==> src/rtl/req_key_gen.sv <==
// Multi-channel request generator: per-channel keys advance on accepted handshakes,
// round-robin channel pick, and an in-order FIFO that checks returning responses.
module req_key_gen #(
    parameter  int NUM_CH = 4,
    parameter  int KEY_W  = 4,
    parameter  int DEPTH  = 4,
    localparam int CH_W   = $clog2(NUM_CH),
    localparam int CNT_W  = $clog2(DEPTH + 1)
) (
    input  logic              clk,
    input  logic              rst_n,
    input  logic [NUM_CH-1:0] ch_en,
    output logic              req,
    output logic [CH_W-1:0]   req_ch,
    output logic [KEY_W-1:0]  req_key,
    input  logic              ack,
    input  logic              rsp_valid,
    input  logic [CH_W-1:0]   rsp_ch,
    input  logic [KEY_W-1:0]  rsp_key,
    output logic [CNT_W-1:0]  outstanding,
    output logic              err
);

    localparam int PTR_W = (DEPTH > 1) ? $clog2(DEPTH) : 1;
    localparam int ENT_W = CH_W + KEY_W;

    typedef enum logic {IDLE, PEND} state_t;

    state_t             state, state_nxt;
    logic [KEY_W-1:0]   keys [NUM_CH];
    logic [ENT_W-1:0]   mem  [DEPTH];
    logic [CH_W-1:0]    rr_ptr, rr_eff, win_ch, idx;
    logic [KEY_W-1:0]   win_key;
    logic [PTR_W-1:0]   wr_ptr, rd_ptr;
    logic [CNT_W-1:0]   count, count_nxt;
    logic               fire, pop, eligible, launch, win_found, rsp_bad;

    function automatic logic [CH_W-1:0] ch_inc(input logic [CH_W-1:0] c);
        return (c == CH_W'(NUM_CH - 1)) ? '0 : c + 1'b1;
    endfunction

    function automatic logic [PTR_W-1:0] ptr_inc(input logic [PTR_W-1:0] p);
        return (p == PTR_W'(DEPTH - 1)) ? '0 : p + 1'b1;
    endfunction

    assign fire      = req && ack;
    assign pop       = rsp_valid && (count != '0);
    assign count_nxt = count + CNT_W'(fire) - CNT_W'(pop);
    assign rsp_bad   = rsp_valid && ((count == '0) || ({rsp_ch, rsp_key} != mem[rd_ptr]));

    // On the ack cycle the pointer has effectively moved past the accepted channel already.
    assign rr_eff = fire ? ch_inc(req_ch) : rr_ptr;

    always_comb begin
        win_found = 1'b0;
        win_ch    = '0;
        idx       = '0;
        for (int i = 0; i < NUM_CH; i++) begin
            idx = CH_W'((int'(rr_eff) + i) % NUM_CH);
            if (!win_found && ch_en[idx]) begin
                win_found = 1'b1;
                win_ch    = idx;
            end
        end
    end

    // Re-picking the channel just accepted must see its key already incremented.
    always_comb begin
        win_key = keys[win_ch];
        if (fire && (win_ch == req_ch))
            win_key = keys[win_ch] + 1'b1;
    end

    assign eligible = win_found && (count_nxt < CNT_W'(DEPTH));
    assign launch   = ((state == IDLE) || fire) && eligible;

    always_ff @(posedge clk or negedge rst_n) begin
        if (!rst_n) state <= IDLE;
        else        state <= state_nxt;
    end

    always_comb begin
        state_nxt = state;
        case (state)
            IDLE:    if (launch) state_nxt = PEND;
            PEND:    if (fire)   state_nxt = launch ? PEND : IDLE;
            default: state_nxt = IDLE;
        endcase
    end

    always_comb begin
        req = (state == PEND);
    end

    always_ff @(posedge clk or negedge rst_n) begin
        if (!rst_n) begin
            req_ch  <= '0;
            req_key <= '0;
            rr_ptr  <= '0;
            for (int c = 0; c < NUM_CH; c++) keys[c] <= '0;
        end else begin
            if (fire) begin
                keys[req_ch] <= keys[req_ch] + 1'b1;
                rr_ptr       <= ch_inc(req_ch);
            end
            if (launch) begin
                req_ch  <= win_ch;
                req_key <= win_key;
            end
        end
    end

    always_ff @(posedge clk or negedge rst_n) begin
        if (!rst_n) begin
            wr_ptr <= '0;
            rd_ptr <= '0;
            count  <= '0;
            err    <= 1'b0;
        end else begin
            if (fire) wr_ptr <= ptr_inc(wr_ptr);
            if (pop)  rd_ptr <= ptr_inc(rd_ptr);
            count <= count_nxt;
            if (rsp_bad) err <= 1'b1;
        end
    end

    always_ff @(posedge clk) begin
        if (fire) mem[wr_ptr] <= {req_ch, req_key};
    end

    assign outstanding = count;

endmodule

==> config.mk <==
export PLATFORM = sky130hd
export DESIGN_NAME = req_key_gen
export DESIGN_NICKNAME = d
export VERILOG_FILES = /design/src/rtl/req_key_gen.sv
export SDC_FILE = /design/constraint.sdc
export NUM_CORES = 1
export LEC_CHECK = 0
export BUFFER_PORTS_ARGS = -buffer_cell sky130_fd_sc_hd__buf_2
export CAP_MARGIN = 0
export CORE_ASPECT_RATIO = 1.5
export CORE_UTILIZATION = 53
export DETAILED_ROUTE_END_ITERATION = 16
export GPL_ROUTABILITY_DRIVEN = 0
export MAX_ROUTING_LAYER = met4
export PLACE_DENSITY = 0.75
export SYNTH_ARGS = -nofsm -noshare
export SYNTH_HDL_FRONTEND = slang
export SYNTH_SLANG_ARGS = --single-unit
==> constraint.sdc <==
create_clock -name clk -period 2.9 [get_ports clk]
set_clock_uncertainty 0.1 [all_clocks]
set_input_delay 0.58 -clock clk [delete_from_list [all_inputs] [get_ports clk]]
set_output_delay 0.58 -clock clk [all_outputs]
set_load 0.05 [all_outputs]
==> flow_metrics.py <==
metrics = {
    "outcome": {
        "run_status": "completed",
    },
    "die": {
        "chipHeight_um": 93.5,
        "start_util_pct": 54.7,
        "rows": 33,
        "die_area_um2": 5890,
        "placeableCoreArea_um2": 5410,
        "die_w_um": 63.0,
        "ioPinCount": 25,
    },
    "yosys": {
        "synth_simple_gate_area_share_pct": 10.9,
        "synthAdderAreaFrac_pct": 5.75,
        "syn-instance-count": 233,
        "synth_xor_xnor_area_share_pct": 4.14,
        "yosys.area.top_type_share_pct": 27.9,
        "synth_top_family_by_area": "compound AO/OA/AOI/OAI gates",
        "mappedNetlistArea_um2": 2960,
        "synth_seq_area_share_pct": 52.2,
        "ys_warn_count": 0,
        "synth-edff-count": 24,
        "syn-num-nets": 260,
        "portion_of_netlist_area_occupied_by_mux_cells_pct": 11.0,
        "netlist_top_cells_area": "dfrtp_1 (28%), edfxtp_1 (24%), mux4_2 (7.6%)",
        "synth_ff_type": "dfrtp_1",
        "synth.avg_cell_area_um2": 12.7,
        "post_synth_num_cell_types": 51,
        "synth.ff_latch_count": 57,
        "asyncSetResetFlopFracSynth_pct": 57.9,
        "synthDominantAreaCellType": "dfrtp_1",
        "synth-compound-area-share_pct": 12.4,
    },
    "pwr": {
        "clock_power_share_pct": 16.2,
        "p_seq_share_pct": 31.9,
        "worst_ir_drop_vdd_uv": 672,
        "power.total_w": 0.00458,
        "pwr_density_nw_per_um2": 1260,
        "power.net_switching_w": 0.00184,
        "comb_power_share_pct": 51.9,
        "static-leakage-power_nw": 1.47,
        "internal_power_w": 0.00274,
        "power.share.switching_pct": 40.2,
    },
    "route": {
        "drtPass1Iterations": 5,
        "vias_per_cell": 5.66,
        "mean_routed_wirelength_per_cell_um": 16.7,
        "num_vias": 1997,
        "drt.antenna.violating_nets": 0,
        "totalWireLength_um": 5880,
        "post-route-drc-count": 0,
        "dr.first_iter.drc_count": 46,
    },
    "clocking": {
        "tritoncts_num_sinks": 57,
        "cts_tree": "done",
        "hold_buffers": 0,
        "numCtsBuffers": 9,
        "clkSlewWorstSetupHoldPaths_ps": 70,
        "cts_max_path_buffers": 2,
        "clock_insertion_delay_worst_skew_ps": 340,
        "clk_root_buffer_cell": "clkbuf_8",
        "h-tree-depth": 3,
    },
    "finish": {
        "number_of_antenna_repair_diodes": 0,
        "num-nets-final": 305,
        "final_util_pct": 67.0,
        "area_overhead_vs_synth_pct": 22.4,
        "share_of_layout_cells_above_drive_strength_1_pct": 39.9,
    },
    "setup_path": {
        "worstSetupPathType": "flop to flop",
        "timing.critical_path.required_ps": 3060,
        "timing.critical_path.arrival_ps": 3030,
        "crit_path_end_kind": "flop",
        "critical_path_peak_fanout": 6,
        "startpoint_type_of_the_worst_setup_path": "flop",
    },
    "grt": {
        "first_pass_grt_wire_length_um": 9630,
        "first_global_vias": 2103,
        "grt_antenna_before_repair": 0,
        "largest_net_degree_at_the_start_of_global_routing": 34,
        "globalRoute.totalOverflow": 0,
        "groute.usage.overall_pct": 22.8,
    },
    "sta": {
        "rsz_0062_raised_after_global_routing": "true",
        "setup_total_negative_slack_ps": 0,
        "worst_slew_margin_rel_pct": 49.3,
        "timing.final.hold_violations": 0,
        "fmax_mhz": 348,
        "timing.final.setup_violations": 0,
        "timing.final.max_slew_violations": 0,
        "fin_ws_ps": 23.8,
        "fin_crit_ps": 2880,
        "worst_slew_pin_slew_ps": 761,
        "post-route-period-util_pct": 99.2,
    },
    "place": {
        "io_buffer_count": 24,
        "place_ws_ps": -38.8,
        "dp_hpwl_um": 4250,
    },
    "job": {
        "cap_viol_max_count": 0,
    },
    "min_path": {
        "hold_path_class": "input pin to async pin",
    },
}
## sequential cells by signal, summed over array words and instances, names as in the netlist
register / flops
rr_ptr: 2
req_key: 4
rd_ptr: 2
mem: 24
keys: 16
err: 1
req_ch: 2
wr_ptr: 2
req: 1
outstanding: 3
## power groups by stage
| stage | sequential [W] | clock [W] | combinational, W |
|---|---|---|---|
| floorplan | 0.00160 | 0 | 0.00149 |
| global placement | 0.00145 | 0 | 0.00209 |
| detailed placement | 0.00147 | 0 | 0.00214 |
| CTS | 0.00146 | 0.000754 | 0.00215 |
| global route | 0.00150 | 0.000789 | 0.00259 |
| finish | 0.00146 | 0.000740 | 0.00238 |
## metrics by stage
| step | area [µm²] | cells | hold slack [ps] |
|---|---|---|---|
| 6_report | 3620 | 353 | 209 |
| 5_1_grt | 3620 | 353 | 265 |
| 4_1_cts | 3520 | 349 | 221 |
| 3_5_place_dp | 3320 | 333 | 354 |
| 3_3_place_gp | 3320 | 333 | 333 |
| 2_1_floorplan | 3070 | 233 | 184 |
## repair_timing
action | 4_1_cts | 5_1_grt
pin swaps | 0 | 6
endpoints found under the hold margin | 0 | 0
cloned | 0 | 1
buffers inserted | 0 | 3
gates resized for setup | 1 | 10
endpoints found under the setup margin | 6 | 6
## logic make-up (layout without fill, tap and decap cells)
| logic type | count (synthesis) | count (layout) |
|---|---|---|
| simple gates | 60 | 60 |
| fa+ha+maj | 13 | 13 |
| mux | 19 | 19 |
| flops | 57 | 57 |
| buf+inv | 21 | 71 |
| compound gates | 49 | 49 |
| xor+xnor | 14 | 14 |
## cells in the mapped netlist, types with 2 or more instances
library cell and number:
dfrtp_1 33, nand2_1 28, edfxtp_1 24, o21ai_0 20
ha_1 12, inv_1 12, mux4_2 10, xnor2_1 8
a21oi_1 7, nor2_1 6, xor2_1 6, and3_2 5
mux2_2 5, nand3_1 5, clkbuf_1 4, buf_6 3
mux2i_1 3, a21bo_4 2, a21o_1 2, a32oi_1 2
a32oi_2 2, nand4_2 2, nor2_2 2, nor3_1 2
or3_1 2
## worst paths after layout
path	from	endpoint	slack [ps]	cells past startpoint
max reg2reg	outstanding[2]$_DFF_PN0_	req_key[3]$_DFFE_PN0P_	20	14
min in group clk	err$_DFFE_PN0P_	err$_DFFE_PN0P_	360	1
max in group asynchronous	rst_n	req_ch[0]$_DFFE_PN0P_	1960	1
max	outstanding[2]$_DFF_PN0_	req_key[3]$_DFFE_PN0P_	20	14
min reg2reg	err$_DFFE_PN0P_	err$_DFFE_PN0P_	360	1
min	rst_n	outstanding[0]$_DFF_PN0_	210	1
## placed cells by master (no fill, tap or decap), types with 6 or more instances in the layout
| master | Yosys | routed |
|---|---|---|
| a21oi_1 | 7 | 7 |
| buf_2 | 0 | 24 |
| buf_4 | 1 | 16 |
| clkbuf_8 | 0 | 11 |
| dfrtp_1 | 33 | 27 |
| dfrtp_2 | 0 | 6 |
| edfxtp_1 | 24 | 24 |
| ha_1 | 12 | 10 |
| inv_1 | 12 | 8 |
| mux4_2 | 10 | 10 |
| nand2_1 | 28 | 28 |
| nor2_1 | 6 | 6 |
| o21ai_0 | 20 | 19 |
| xnor2_1 | 8 | 6 |
| xor2_1 | 6 | 6 |
## routing by layer
layer  vias up  part of all wire [%]  GRT usage, %
met5         -                     0             -
met4         0                   2.5          10.7
met3        18                   3.1          6.34
met2        42                    58          41.3
met1       996                    37          22.0
li1        941                     -             -
## critical path: stages, from the launching register on
cell and delay (ps):
dfrtp_2 430, nor3_4 200, nand2b_4 160, inv_2 40, ha_4 250, inv_2 40, ha_4 150, fa_2 350
xnor2_2 160, xnor2_2 150, a31o_2 250, nor2b_4 190, buf_12 130, nor2_1 40, a31oi_1 170
## final cells by class
class | count | area [µm²]
well taps | 70 | 87.6
multi-input cells | 155 | 1430
flip-flops and latches | 57 | 1550
clock buffers | 13 | 159
repair buffers | 43 | 305
fillers | 405 | 1790
inverters | 12 | 47.5
clock inverters | 3 | 41.3
Power figures use the tool's default switching activity.
